--- config.mk ---
export PLATFORM = sky130hd
export DESIGN_NAME = auth_req_arbiter
export DESIGN_NICKNAME = d
export VERILOG_FILES = /design/src/rtl/auth_req_arbiter_pkg.sv /design/src/rtl/auth_req_arbiter_rr_arb2.sv /design/src/rtl/auth_req_arbiter.sv
export SDC_FILE = /design/constraint.sdc
export NUM_CORES = 1
export LEC_CHECK = 0
export ABC_CLOCK_PERIOD_IN_PS = 3350
export CAP_MARGIN = 20
export CORE_AREA = 8 8 169 171
export CTS_CLUSTER_SIZE = 12
export DETAILED_ROUTE_END_ITERATION = 10
export DIE_AREA = 0 0 177 179
export PLACE_DENSITY = 0.61
export SLEW_MARGIN = 5
export SYNTH_ARGS = -nofsm -noshare
export SYNTH_HDL_FRONTEND = slang
export SYNTH_HIERARCHICAL = 1
export SYNTH_SLANG_ARGS = --single-unit
--- constraint.sdc ---
create_clock -name clk -period 3.35 [get_ports clk]
set_input_delay 0.5025 -clock clk [delete_from_list [all_inputs] [get_ports clk]]
set_output_delay 0.5025 -clock clk [all_outputs]
set_load 0.005 [all_outputs]
--- src/rtl/auth_req_arbiter_pkg.sv ---
// auth_pkg: shared command codes, response codes and arbiter state encoding
// for the UID authorisation request arbiter.
package auth_pkg;

    localparam logic [7:0] CMD_CHECK_UID = 8'h10;
    localparam logic [7:0] CMD_ADD_UID   = 8'h11;

    typedef enum logic [2:0] {
        RSP_DENIED    = 3'd0,
        RSP_ALLOWED   = 3'd1,
        RSP_ADDED     = 3'd2,
        RSP_DUPLICATE = 3'd3,
        RSP_FULL      = 3'd4,
        RSP_BADCMD    = 3'd5
    } rsp_code_e;

    typedef enum logic [1:0] {
        ST_IDLE  = 2'd0,
        ST_ISSUE = 2'd1,
        ST_WAIT  = 2'd2,
        ST_RESP  = 2'd3
    } arb_state_e;

    // Port 0 (reader) may only check; port 1 (admin) may check or add.
    function automatic logic cmd_legal(input logic port, input logic [7:0] cmd);
        return (cmd == CMD_CHECK_UID) || (port && cmd == CMD_ADD_UID);
    endfunction

endpackage

--- src/rtl/auth_req_arbiter_rr_arb2.sv ---
// rr_arb2: two-way round-robin grant with a priority pointer.
//   clk, rst_n  clock, asynchronous active-low reset (port 0 favoured)
//   i_req       request per port
//   i_accept    the current grant was taken; pointer moves past the winner
//   o_gnt       one-hot grant among the requesting ports
module rr_arb2 (
    input  logic       clk,
    input  logic       rst_n,
    input  logic [1:0] i_req,
    input  logic       i_accept,
    output logic [1:0] o_gnt
);

    // r_prio names the port that wins a tie
    logic r_prio;

    assign o_gnt[0] = i_req[0] & (~i_req[1] | ~r_prio);
    assign o_gnt[1] = i_req[1] & (~i_req[0] |  r_prio);

    always_ff @(posedge clk or negedge rst_n) begin
        if (!rst_n)
            r_prio <= 1'b0;
        else if (i_accept)
            r_prio <= o_gnt[0];
    end

endmodule

--- src/rtl/auth_req_arbiter.sv ---
// auth_req_arbiter: arbitrates reader (port 0) and admin (port 1) UID
// requests onto a single lookup table, one transaction at a time.
//   clk, rst_n            clock, asynchronous active-low reset
//   req_*                 per-port request handshake and payload (flat 2x)
//   rsp_valid/rsp_ready   per-port response handshake; rsp_code shared
//   lut_*                 lookup-table command out, registered results in
//   stat_*                saturating counters, present only when the macro
//                         AUTH_ARB_STATS_EN is defined
module auth_req_arbiter
    import auth_pkg::*;
#(
    parameter int UID_W  = 128,
    parameter int STAT_W = 16
) (
    input  logic                 clk,
    input  logic                 rst_n,
    input  logic [1:0]           req_valid,
    output logic [1:0]           req_ready,
    input  logic [15:0]          req_cmd,
    input  logic [2*UID_W-1:0]   req_uid_flat,
    input  logic [15:0]          req_uid_len,
    output logic [1:0]           rsp_valid,
    input  logic [1:0]           rsp_ready,
    output logic [2:0]           rsp_code,
    output logic                 lut_valid,
    output logic [7:0]           lut_cmd,
    output logic [UID_W-1:0]     lut_uid_flat,
    output logic [7:0]           lut_uid_len,
    input  logic                 lut_allowed,
    input  logic                 lut_added_ok,
    input  logic                 lut_duplicate,
    input  logic                 lut_full
`ifdef AUTH_ARB_STATS_EN
   ,output logic [STAT_W-1:0]    stat_allowed,
    output logic [STAT_W-1:0]    stat_denied,
    output logic [STAT_W-1:0]    stat_badcmd
`endif
);

    arb_state_e        r_state;
    rsp_code_e         r_code;
    rsp_code_e         w_lut_code;
    logic              r_run;
    logic              r_port;
    logic [7:0]        r_cmd;
    logic [UID_W-1:0]  r_uid;
    logic [7:0]        r_len;
    logic [1:0]        w_gnt;
    logic              w_accept;
    logic              w_port;
    logic [7:0]        w_cmd;
    logic              w_rsp_done;

    rr_arb2 u_rr (
        .clk      (clk),
        .rst_n    (rst_n),
        .i_req    (req_valid),
        .i_accept (w_accept),
        .o_gnt    (w_gnt)
    );

    // r_run keeps req_ready low while reset is asserted even though the
    // FSM already sits in IDLE.
    assign req_ready  = (r_run && r_state == ST_IDLE) ? w_gnt : 2'b00;
    assign w_accept   = |req_ready;
    assign w_port     = w_gnt[1];
    assign w_cmd      = w_port ? req_cmd[15:8] : req_cmd[7:0];
    assign rsp_valid  = (r_state == ST_RESP) ? (r_port ? 2'b10 : 2'b01) : 2'b00;
    assign w_rsp_done = |(rsp_valid & rsp_ready);
    assign rsp_code   = r_code;

    assign lut_valid    = r_state == ST_ISSUE;
    assign lut_cmd      = r_cmd;
    assign lut_uid_flat = r_uid;
    assign lut_uid_len  = r_len;

    // ADD flags resolve with FULL over DUPLICATE over ADDED
    always_comb begin
        w_lut_code = RSP_DENIED;
        if (r_cmd == CMD_CHECK_UID)
            w_lut_code = lut_allowed ? RSP_ALLOWED : RSP_DENIED;
        else
            w_lut_code = lut_full      ? RSP_FULL :
                         lut_duplicate ? RSP_DUPLICATE :
                         lut_added_ok  ? RSP_ADDED : RSP_DENIED;
    end

    always_ff @(posedge clk or negedge rst_n) begin
        if (!rst_n) begin
            r_state <= ST_IDLE;
            r_code  <= RSP_DENIED;
            r_run   <= 1'b0;
            r_port  <= 1'b0;
            r_cmd   <= '0;
            r_uid   <= '0;
            r_len   <= '0;
        end else begin
            r_run <= 1'b1;
            case (r_state)
                ST_IDLE: if (w_accept) begin
                    r_port <= w_port;
                    r_cmd  <= w_cmd;
                    r_uid  <= w_port ? req_uid_flat[2*UID_W-1 -: UID_W] : req_uid_flat[UID_W-1:0];
                    r_len  <= w_port ? req_uid_len[15:8] : req_uid_len[7:0];
                    if (cmd_legal(w_port, w_cmd))
                        r_state <= ST_ISSUE;
                    else begin
                        r_state <= ST_RESP;
                        r_code  <= RSP_BADCMD;
                    end
                end
                ST_ISSUE: r_state <= ST_WAIT;
                ST_WAIT: begin
                    r_code  <= w_lut_code;
                    r_state <= ST_RESP;
                end
                default: if (w_rsp_done) r_state <= ST_IDLE;
            endcase
        end
    end

`ifdef AUTH_ARB_STATS_EN
    // Counters tick on the response handshake; FULL counts as a denial.
    always_ff @(posedge clk or negedge rst_n) begin
        if (!rst_n) begin
            stat_allowed <= '0;
            stat_denied  <= '0;
            stat_badcmd  <= '0;
        end else if (w_rsp_done) begin
            if (r_code == RSP_ALLOWED && stat_allowed != '1)
                stat_allowed <= stat_allowed + STAT_W'(1);
            if ((r_code == RSP_DENIED || r_code == RSP_FULL) && stat_denied != '1)
                stat_denied <= stat_denied + STAT_W'(1);
            if (r_code == RSP_BADCMD && stat_badcmd != '1)
                stat_badcmd <= stat_badcmd + STAT_W'(1);
        end
    end
`else
    // STAT_W only shapes the optional counters
    if (STAT_W < 1) begin : g_stat_w_unused
    end
`endif

endmodule

# Word level (Yosys, flattened, before mapping)
# Cells that the tools add are included.
# totals
output_inout_bits	152
register_bits	152
elab_cells	53
# classes
reduce_logical	11
bitwise	8
muxes	18
n_eq_ne	8
# op_table
operator	count
2-to-1 mux 128 bit	1
equality test 8 x 5 -> 1 bit, second input constant	3
2-to-1 mux 2 bit	8
2-to-1 mux 8 bit	2
2-to-1 mux 3 bit	4
case mux 2 bit (3 select lines)	1
case mux 3 bit (2 select lines)	1
equality test 2 bit, second input constant	2
AND reduction 2 bit	2
nonzero test 4 bit	1
OR reduction 2 bit	2
NOT 1 bit	3
AND reduction 3 bit	1
bitwise AND 1 bit	2
bitwise AND 2 bit	1
equality test 2 x 1 -> 1 bit, second input constant	1
logical AND 1 bit	2
logical NOT 2 bit	1
!= test 2 x 1 -> 1 bit, second input constant	1
!= test 2 bit, second input constant	1
OR 1 bit	2
nonzero test 2 bit	1
logical OR 1 bit	1
2-to-1 mux 1 bit	1

# Depth between registers and ports, before layout
# Gate-level depths: netlist of run 1.
# logic_depth
word_depth	10
ltp_mapped	9
depth_no_buf	7

# Modules after synthesis
# Netlist of run 1, hierarchy kept.
# modules_own_cells
mod	seq_area_each_um2	n_inst	cells_per_inst	area_per_inst_um2
auth_req_arbiter	3778.6	1	682	7096.8
rr_arb2	25.0	1	5	62.6

# Least setup slack after synthesis of run 1
# OpenSTA, ideal clock, no wires.
# synth_timing
path_kind	input-to-reg
start	input port req_valid[1]
end	register r_code[0], in the netlist rsp_code[0]
t_arrival_ns	1.796
stages	6
setup_slack_ns	1.429
n_path_buf	1
setup_time_ns	0.125
cell_sequence	a21boi_0 buf_6 or4bb_1 o211ai_2 o221ai_2 mux2_4
# synth_via
elab_chain_cells	7
word_cells_on_any_way	14
classes_between	eq/ne (4); mux (2); bitwise (4); reduce/logical (4)
# synth_lines
element	line	rtl
start, declared	auth_req_arbiter.sv:17	input logic [1:0] req_valid,
bitwise AND 1 bit / NOT 1 bit (equally long branches)	auth_req_arbiter_rr_arb2.sv:18, auth_req_arbiter_rr_arb2.sv:17	
2-to-1 mux 8 bit / OR 1 bit (equally long branches)	auth_req_arbiter.sv:67, auth_req_arbiter_rr_arb2.sv:17	
equality test 8 x 5 -> 1 bit / bitwise AND 1 bit (equally long branches)	auth_req_arbiter_pkg.sv:26, auth_req_arbiter_rr_arb2.sv:17	
logical AND 1 bit / 2-to-1 mux 2 bit (equally long branches)	auth_req_arbiter_pkg.sv:26, auth_req_arbiter.sv:64	
logical OR 1 bit / OR reduction 2 bit (equally long branches)	auth_req_arbiter_pkg.sv:26, auth_req_arbiter.sv:65	
!= test 2 bit (no source line) / != test 2 x 1 -> 1 bit (equally long branches)	n/a	
AND reduction 3 bit (no source line) (*)	n/a	
end signal, assigned	auth_req_arbiter.sv:114	r_code <= w_lut_code;
end, declared	auth_req_arbiter.sv:41	rsp_code_e r_code;
# Every way passes the cells marked *; elsewhere a longest branch is shown, timed or not.
# A chain may end at the register's enable or synchronous reset.

# Worst setup path after layout of run 1
# layout_timing
start	input port req_valid[1]
end	output port req_ready[1]
# layout_via
elab_chain_cells	2
# layout_lines
element	line	rtl
bitwise AND 1 bit	auth_req_arbiter_rr_arb2.sv:18	assign o_gnt[1] = i_req[1] & (~i_req[0] | r_prio);
named net w_gnt[1]	auth_req_arbiter.sv:48	logic [1:0] w_gnt;
2-to-1 mux 2 bit	auth_req_arbiter.sv:64	assign req_ready = (r_run && r_state == ST_IDLE) ? w_gnt : 2'b00;
end, declared	auth_req_arbiter.sv:18	output logic [1:0] req_ready,
# The timed path passes the listed nets, and every way through them passes these cells.

==> results.yml, run 1 <==
power:
  p_per_area_nw_per_um2: 704
  irDropWorstVdd_v: 0.000346
  leakage_uw: 0.00536
layout:
  nNetsFinal: 1415
  seqCellArea_sq_um: 3800
  multi_input_comb_area_sq_um: 3110
  nFillCells: 2411
  area_growth_pct: 75.1
  final_design_area_no_fill_sq_um: 12500
  antenna_cells: 0
  drive_gt1_frac: 0.0418
timing:
  worst_pin_slew_ns: 0.920
  finalCriticalPeriod_ns: 2.72
  skew_ns: 0.00775
  rsz0062_at_grt: "no"
  fin_tns_setup_ns: 0
  slew_headroom: 0.387
  hold_viol: 0
  clock.fmax_mhz: 367
  setup_viol: 0
  period_share: 0.813
  drv_slew: 0
critical_path:
  r2r_cells: 5
  rrSetupSlack_ns: 1.16
  cp-end-kind: "primary output"
  required_ns: 2.85
  arrival_ns: 2.22
  path_class: "input port to primary output"
  reg2reg_to: "lut_uid_flat[37]"
  r2r_start: "u_rr/r_prio"
  crit_fanout: 9
  critPathLaunchType: "input port"
clocking:
  cts_tree: "yes"
  insertion_delay_ns: 0.42
  cts_hold_buffers: 0
  cts-root-buf: "clkbuf_16"
  cts_buffers: 17
  clk_pin_slew_ns: 0.07
  post_cts_buffers: 0
  numClockSinks: 152
  clockBufferDepth: 2
  cts_max_level: 4
  cts_resized: 0
synth:
  yosys-top-cells-count: "dfrtp_1 (152), mux2i_1 (146), nand2_1 (146), o21ai_0 (145), buf_2 (30)"
  synth_top_area_frac: 0.531
  synth_enable_flop_cells: 0
  synth.yosys.seq_area_share: 0.531
  synthTopCellsByArea: "dfrtp_1 (53%), mux2i_1 (20%), o21ai_0 (10%), nand2_1 (7.7%), buf_2 (2.1%)"
  synth_cells: 687
  synth_area_sq_um: 7160
  syn_nets: 990
  synth_flop_cell: "dfrtp_1"
  avgSynthCellArea_sq_um: 10.4
  yosysMostFrequentCell: "dfrtp_1"
  synth_top_area_cell: "dfrtp_1"
  synth_cell_types: 37
  ys_ff_latch: 152
  synthArstFlopShare: 1.00
  synth_warnings: 6
placed_design:
  place_hpwl_mm: 21.9
  portBuffers: 449
  dpl-instance-area_sq_um: 12000
  gp_congestion: 0.748
detailed_routing:
  ant_nets: 0
  routedWlPerCell_microns: 18.8
  drc_errors: 0
  first_pass_iters: 4
  num_vias: 6466
  routed_via_density: 4.43
  routed_wl_mm: 27.5
  drt_iter0_drc: 254
die:
  dieHeight_microns: 179
  dieArea_sq_um: 31700
  fp.dieW_microns: 177
  io_pins: 450
  row_count: 59
  coreArea_sq_um: 25800
  initial_utilization: 0.278
global_route:
  grt_first_pass_wirelength_mm: 41.4
  antenna_found_initial: 0
  grt_pass1_vias: 6976
  grt_max_degree: 119
  grt_overflow: 0
  grt_use_total: 0.170
outcome:
  status: "completed"
worst_hold_path:
  hp-class: "input port to async pin"
run:
  cap_violations: 0
[cells in the final DEF (no fill, tap or decap), types with 2 or more instances in the layout]
| cell type | count |
|---|---|
| clkbuf_16 | 17 |
| nor4_1 | 2 |
| mux2_4 | 2 |
| nor2_1 | 2 |
| clkbuf_1 | 2 |
| inv_6 | 4 |
| buf_12 | 5 |
| mux2i_1 | 146 |
| dfrtp_1 | 152 |
| clkinvlp_4 | 7 |
| nand3_1 | 2 |
| nand2_1 | 146 |
| o21ai_0 | 145 |
| inv_1 | 7 |
| clkdlybuf4s50_1 | 448 |
| nor3_1 | 2 |
| buf_4 | 2 |
| and3_1 | 3 |
| ha_1 | 5 |
[area by class of cell]
type                    count  share of cell area
clock buffers              20              0.0356
well taps                 335              0.0334
flip-flops and latches    152               0.303
multi-input cells         477               0.248
clock inverters            12             0.00938
inverters                   8             0.00240
repair buffers            456               0.368
[how the worst max path moves through the flow]
stage	to	startpoint	slack, ns	cells past startpoint
after CTS	req_ready[0]	r_state[1]	0.59	4
final	req_ready[1]	req_valid[1]	0.63	4
after detailed placement	lut_uid_flat[31]	req_valid[1]	0.55	5
after global routing	req_ready[0]	r_state[1]	0.49	4
after global placement	lut_uid_flat[31]	req_valid[1]	0.60	5
after floorplan	rsp_code[0]	req_valid[1]	1.43	6
[per-stage QoR]
stage	instances	total power, uW	utilization	setup WS, ns	hold slack (ns)
finish	1460	8830	0.487	0.625	0.0309
global route	1460	9480	0.487	0.491	0.0566
CTS	1460	9000	0.487	0.590	0.0462
global placement	1428	7020	0.465	0.603	0.461
floorplan	687	4500	-	1.43	0.207
detailed placement	1428	7070	0.465	0.553	0.469
[per-layer routing]
metal	share of wire	up-vias	global-route usage
li1	-	3234	-
met1	0.38	2954	0.189
met2	0.51	263	0.295
met3	0.11	15	0.0752
met4	0.0069	0	0.0368
met5	0	-	0
[cell families (layout without fill, tap and decap cells)]
family / count (synthesis) / in the layout / share of synthesized area
and+or+nand+nor: 163 / 163 / 0.0923
AOI/OAI and AO/OA: 160 / 160 / 0.122
DFF: 152 / 152 / 0.531
muxes: 148 / 148 / 0.208
buffers and inverters: 58 / 496 / 0.0372
adders and majority gates: 5 / 5 / 0.00874
other: 1 / 1 / 0.000524
[worst max-delay path, stage by stage]
cell             delay, ns
clkdlybuf4s50_1       0.50
a21boi_4              0.40
and3_1                0.26
clkdlybuf4s50_1       0.54
[report_power, final]
group,internal (uW),leakage (uW),total [uW],switching (uW)
logic,2280,0.00320,3840,1560
registers,2660,0.00191,3100,445
clock network,1050,0.000252,1880,828
total,5990,0.00536,8830,2840
[state kept, by name, indices dropped and copies added, names as in the netlist]
| signal | count |
|---|---|
| lut_cmd | 8 |
| lut_uid_flat | 128 |
| lut_uid_len | 8 |
| r_port | 1 |
| r_run | 1 |
| r_state | 2 |
| rsp_code | 3 |
| u_rr/r_prio | 1 |
(Power assumes the default switching activity.)
==> run 2, diff against run 1 <==
--- a/config.mk
+++ b/config.mk
@@ -5,13 +5,13 @@
 export SDC_FILE = /design/constraint.sdc
 export NUM_CORES = 1
 export LEC_CHECK = 0
-export ABC_CLOCK_PERIOD_IN_PS = 3350
+export ABC_CLOCK_PERIOD_IN_PS = 2600
 export CAP_MARGIN = 20
-export CORE_AREA = 8 8 169 171
+export CORE_AREA = 8 8 171 173
 export CTS_CLUSTER_SIZE = 12
 export DETAILED_ROUTE_END_ITERATION = 10
-export DIE_AREA = 0 0 177 179
-export PLACE_DENSITY = 0.61
+export DIE_AREA = 0 0 179 181
+export PLACE_DENSITY = 0.59
 export SLEW_MARGIN = 5
 export SYNTH_ARGS = -nofsm -noshare
 export SYNTH_HDL_FRONTEND = slang
==> constraint.sdc (replaced) <==
create_clock -name clk -period 2.6 [get_ports clk]
set_input_delay 0.39 -clock clk [delete_from_list [all_inputs] [get_ports clk]]
set_output_delay 0.39 -clock clk [all_outputs]
set_load 0.005 [all_outputs]
==> results.yml, run 2 (synthesized netlist as in run 1, its figures left out) <==
die:
  fp.dieW_microns: 179
  row_count: 60
  dieArea_sq_um: 32400
  dieHeight_microns: 181
  initial_utilization: 0.270
  io_pins: 450
  coreArea_sq_um: 26500
clocking:
  insertion_delay_ns: 0.41
  cts-root-buf: "clkbuf_16"
  cts_tree: "yes"
  cts_hold_buffers: 1
  post_cts_buffers: 0
  clk_pin_slew_ns: 0.06
  clockBufferDepth: 2
  numClockSinks: 152
  cts_buffers: 17
  cts_resized: 0
  cts_max_level: 4
global_route:
  grt_first_pass_wirelength_mm: 41.1
  grt_use_total: 0.165
  grt_pass1_vias: 6864
  grt_overflow: 0
  antenna_found_initial: 1
  grt_max_degree: 115
critical_path:
  r2r_start: "lut_cmd[5]"
  startpoint: "req_valid[0]"
  rrSetupSlack_ns: 0.57
  required_ns: 2.21
  path_class: "input port to primary output"
  critPathLaunchType: "input port"
  r2r_cells: 4
  arrival_ns: 1.97
  crit_fanout: 3
  cp-end-kind: "primary output"
run:
  cap_violations: 0
layout:
  area_growth_pct: 78.7
  multi_input_comb_area_sq_um: 3110
  largest_reg_flops: 128
  instances_no_fill: 1472
  layout_commonest_cell: "clkdlybuf4s50_1"
  drive_gt1_frac: 0.0469
  nNetsFinal: 1423
  nFillCells: 2520
  fin_util: 0.483
  final_cell_mix: "clkdlybuf4s50_1 (448), dfrtp_1 (152), mux2i_1 (146), nand2_1 (146), o21ai_0 (145)"
  seqCellArea_sq_um: 3800
timing:
  period_share: 0.909
  slew_headroom: 0.540
  fin_tns_setup_ns: 0
  rsz0062_at_grt: "no"
  hold_viol: 0
  finalCriticalPeriod_ns: 2.36
  finalWorstSetupSlack_ns: 0.236
  skew_ns: 0.00853
  drv_slew: 0
  setup_viol: 0
  worst_pin_slew_ns: 0.680
  clock.fmax_mhz: 423
detailed_routing:
  drc_errors: 0
  drt_iter0_drc: 365
  num_vias: 6471
  routed_wl_mm: 27.6
  routedWlPerCell_microns: 18.7
  routed_via_density: 4.40
  ant_nets: 0
  first_pass_iters: 4
placed_design:
  dp_cells: 1441
  place_ws_ns: 0.206
  gp_congestion: 0.738
  portBuffers: 449
  place_hpwl_mm: 22.1
worst_hold_path:
  hp-class: "register to register"
  hold_path_depth: 2
  holdCritStartpoint: "lut_uid_flat[125]"
power:
  power_uw: 12000
  irDropWorstVdd_v: 0.000427
  p_per_area_nw_per_um2: 939
  leakage_uw: 0.00550
outcome:
  status: "completed"
## run 2: metal layers
metal | wire (microns) | vias up | part of all wire | track usage
met5 | 0 | - | 0 | 0
met1 | 10800 | 2949 | 0.39 | 0.187
li1 | - | 3239 | - | -
met2 | 13600 | 271 | 0.49 | 0.283
met3 | 2820 | 12 | 0.10 | 0.0669
met4 | 300 | 0 | 0.011 | 0.0404
## run 2: per-stage QoR
stage / cell area [sq um] / hold WS, ns
floorplan: 7160 / 0.0944
global route: 12800 / 0.501
finish: 12800 / 0.477
global placement: 12100 / 0.432
CTS: 12800 / 0.483
detailed placement: 12100 / 0.431
## run 2: worst paths after layout
kind,endpoint
min in group asynchronous,r_state[1]
max in group asynchronous,lut_uid_len[2]
min,lut_uid_flat[125]
max,req_ready[0]
min reg2reg,lut_uid_flat[125]
max reg2reg,rsp_code[0]
## run 2: critical path, cell delays in order
cell             delay [ns]
clkdlybuf4s50_1        0.53
a21boi_2               0.32
and3_1                 0.22
clkdlybuf4s50_1        0.51
## run 2: layout make-up
type	count	area share
sequential	152	0.297
multi-input combinational	477	0.243
inverter	8	0.00235
tap	341	0.0333
antenna	1	0.000196
timing repair buffer	464	0.369
clock inverter	12	0.0215
clock buffer	17	0.0332
## run 2: power by group
part	leakage, uW	internal (uW)	switching [uW]
registers	0.00191	3430	600
logic	0.00325	2980	2030
clock network	0.000339	1990	997
total	0.00550	8390	3620
==> run 3, diff against run 2 <==
--- a/config.mk
+++ b/config.mk
@@ -12,6 +12,7 @@
 export DETAILED_ROUTE_END_ITERATION = 10
 export DIE_AREA = 0 0 179 181
 export PLACE_DENSITY = 0.59
+export RECOVER_POWER = 25
 export SLEW_MARGIN = 5
 export SYNTH_ARGS = -nofsm -noshare
 export SYNTH_HDL_FRONTEND = slang
==> results.yml, run 3 (synthesized netlist as in run 1, its figures left out) <==
clocking:
  cts_tree: "yes"
  cts_buffers: 17
  cts-root-buf: "clkbuf_16"
  numClockSinks: 152
  cts_max_level: 4
  insertion_delay_ns: 0.41
  clockBufferDepth: 2
  clk_pin_slew_ns: 0.06
critical_path:
  required_ns: 2.21
  arrival_ns: 1.98
  r2r_start: "lut_cmd[5]"
  path_cells: "clkdlybuf4s50_1, a21boi_2, and3_1, clkdlybuf4s50_1"
  path_buf_inv: 2
  rrSetupSlack_ns: 0.57
  critPathSlowestCell: "clkdlybuf4s50_1"
  critPathLaunchType: "input port"
  cp-end-kind: "primary output"
  r2r_cells: 4
  crit_fanout: 3
  cpPeakStageDelay_ns: 0.53
  reg2reg_to: "rsp_code[0]"
  crit_family: "buffers and inverters"
  path_class: "input port to primary output"
  cpMostUsedCell: "clkdlybuf4s50_1"
timing:
  finalWorstSetupSlack_ns: 0.234
  setup_viol: 0
  worst_pin_slew_ns: 1.63
  finalCriticalPeriod_ns: 2.37
  drv_slew: 59
  hold_viol: 0
  rsz0062_at_grt: "no"
  fin_tns_setup_ns: 0
  period_share: 0.910
  skew_ns: 0.00838
  clock.fmax_mhz: 423
  slew_headroom: -0.0879
die:
  dieArea_sq_um: 32400
  io_pins: 450
  coreArea_sq_um: 26500
  initial_utilization: 0.270
  fp.dieW_microns: 179
  row_count: 60
  dieHeight_microns: 181
power:
  seq_power_share: 0.335
  intPower_uw: 8390
  switching_share: 0.302
  p_per_area_nw_per_um2: 939
  power.switching_uw: 3620
  leakage_uw: 0.00550
  comb_power_share: 0.417
  power_frac_clock: 0.248
  irDropWorstVdd_v: 0.000427
  power_uw: 12000
detailed_routing:
  drt_iter0_drc: 361
  routed_wl_mm: 27.6
  num_vias: 6472
  routedWlPerCell_microns: 18.7
  ant_nets: 0
  drc_errors: 0
  routed_via_density: 4.40
  first_pass_iters: 4
worst_hold_path:
  hp-class: "register to register"
  holdCritStartpoint: "lut_uid_flat[14]"
  holdPathEnd: "lut_uid_flat[14]"
  hold_path_depth: 2
placed_design:
  gp_congestion: 0.738
  dpl-instance-area_sq_um: 12100
  portBuffers: 449
  place_hpwl_mm: 22.1
  dp_cells: 1441
  place_ws_ns: 0.206
layout:
  final_cell_mix: "clkdlybuf4s50_1 (448), dfrtp_1 (152), mux2i_1 (146), nand2_1 (146), o21ai_0 (145)"
  drive_gt1_frac: 0.0469
  area_growth_pct: 78.6
  largest_reg_flops: 128
  nNetsFinal: 1423
  instances_no_fill: 1472
  layout_commonest_cell: "clkdlybuf4s50_1"
  final_design_area_no_fill_sq_um: 12800
run:
  cap_violations: 1
outcome:
  violations: "capacitance limit, slew limit"
  status: "finished with violations"
global_route:
  grt_pass1_vias: 6864
  antenna_found_initial: 1
  grt_first_pass_wirelength_mm: 41.1
  grt_use_total: 0.165
  grt_max_degree: 115
  grt_overflow: 0
## run 3: changes by cell type in the layout (fill, tap and decap cells not counted)
cell,change
buf_6,-1
clkbuf_2,+1
## run 3: worst min-delay path: stages (launching register included)
cell and delay, ns:
dfrtp_1 0.34, nand2_1 0.04, o21ai_0 0.06
## run 3: worst max-delay path by stage
| stage | startpoint | end | slack [ns] | cells past startpoint |
|---|---|---|---|---|
| finish | req_valid[0] | req_ready[0] | 0.23 | 4 |
| global route | req_valid[0] | req_ready[0] | 0.16 | 4 |
| CTS | req_valid[0] | req_ready[0] | 0.23 | 4 |
| detailed placement | req_valid[1] | rsp_code[0] | 0.21 | 6 |
| global placement | req_valid[1] | lut_uid_flat[66] | 0.24 | 6 |
| floorplan | req_valid[1] | rsp_code[0] | 0.79 | 6 |
## run 3: power groups by stage
| stage | Clock, uW | Sequential [uW] | Combinational (uW) |
|---|---|---|---|
| detailed placement | 0 | 4060 | 5130 |
| global placement | 0 | 4030 | 5100 |
| finish | 2980 | 4030 | 5000 |
| CTS | 3070 | 4040 | 5140 |
| floorplan | 0 | 4090 | 1710 |
| global route | 3160 | 4180 | 5520 |
## run 3: final cells by class
type                            count  area, sq um
Antenna cell                        1         2.50
Clock buffer                       17          425
Clock inverter                     12          275
Fill cell                        2522        13700
Inverter                            8         30.0
Multi-Input combinational cell    477         3110
Sequential cell                   152         3800
Tap cell                          341          427
Timing Repair Buffer              464         4720
## run 3: metrics by stage
stage / hold slack, ns / util
2_1_floorplan: 0.0944 / -
3_3_place_gp: 0.432 / 0.456
3_5_place_dp: 0.431 / 0.456
4_1_cts: 0.483 / 0.483
5_1_grt: 0.501 / 0.483
6_report: 0.475 / 0.483
## run 3: timing repair
action,CTS,global route
resized for setup,0,0
hold endpoints to repair,57,0
hold buffers,1,0
buffers inserted,0,0
## run 3: metal layers
layer	vias to the layer above	GRT usage	part of all wire
met5	-	0	0
met4	0	0.0404	0.011
met3	12	0.0669	0.10
met2	269	0.283	0.49
met1	2956	0.187	0.39
li1	3235	-	-
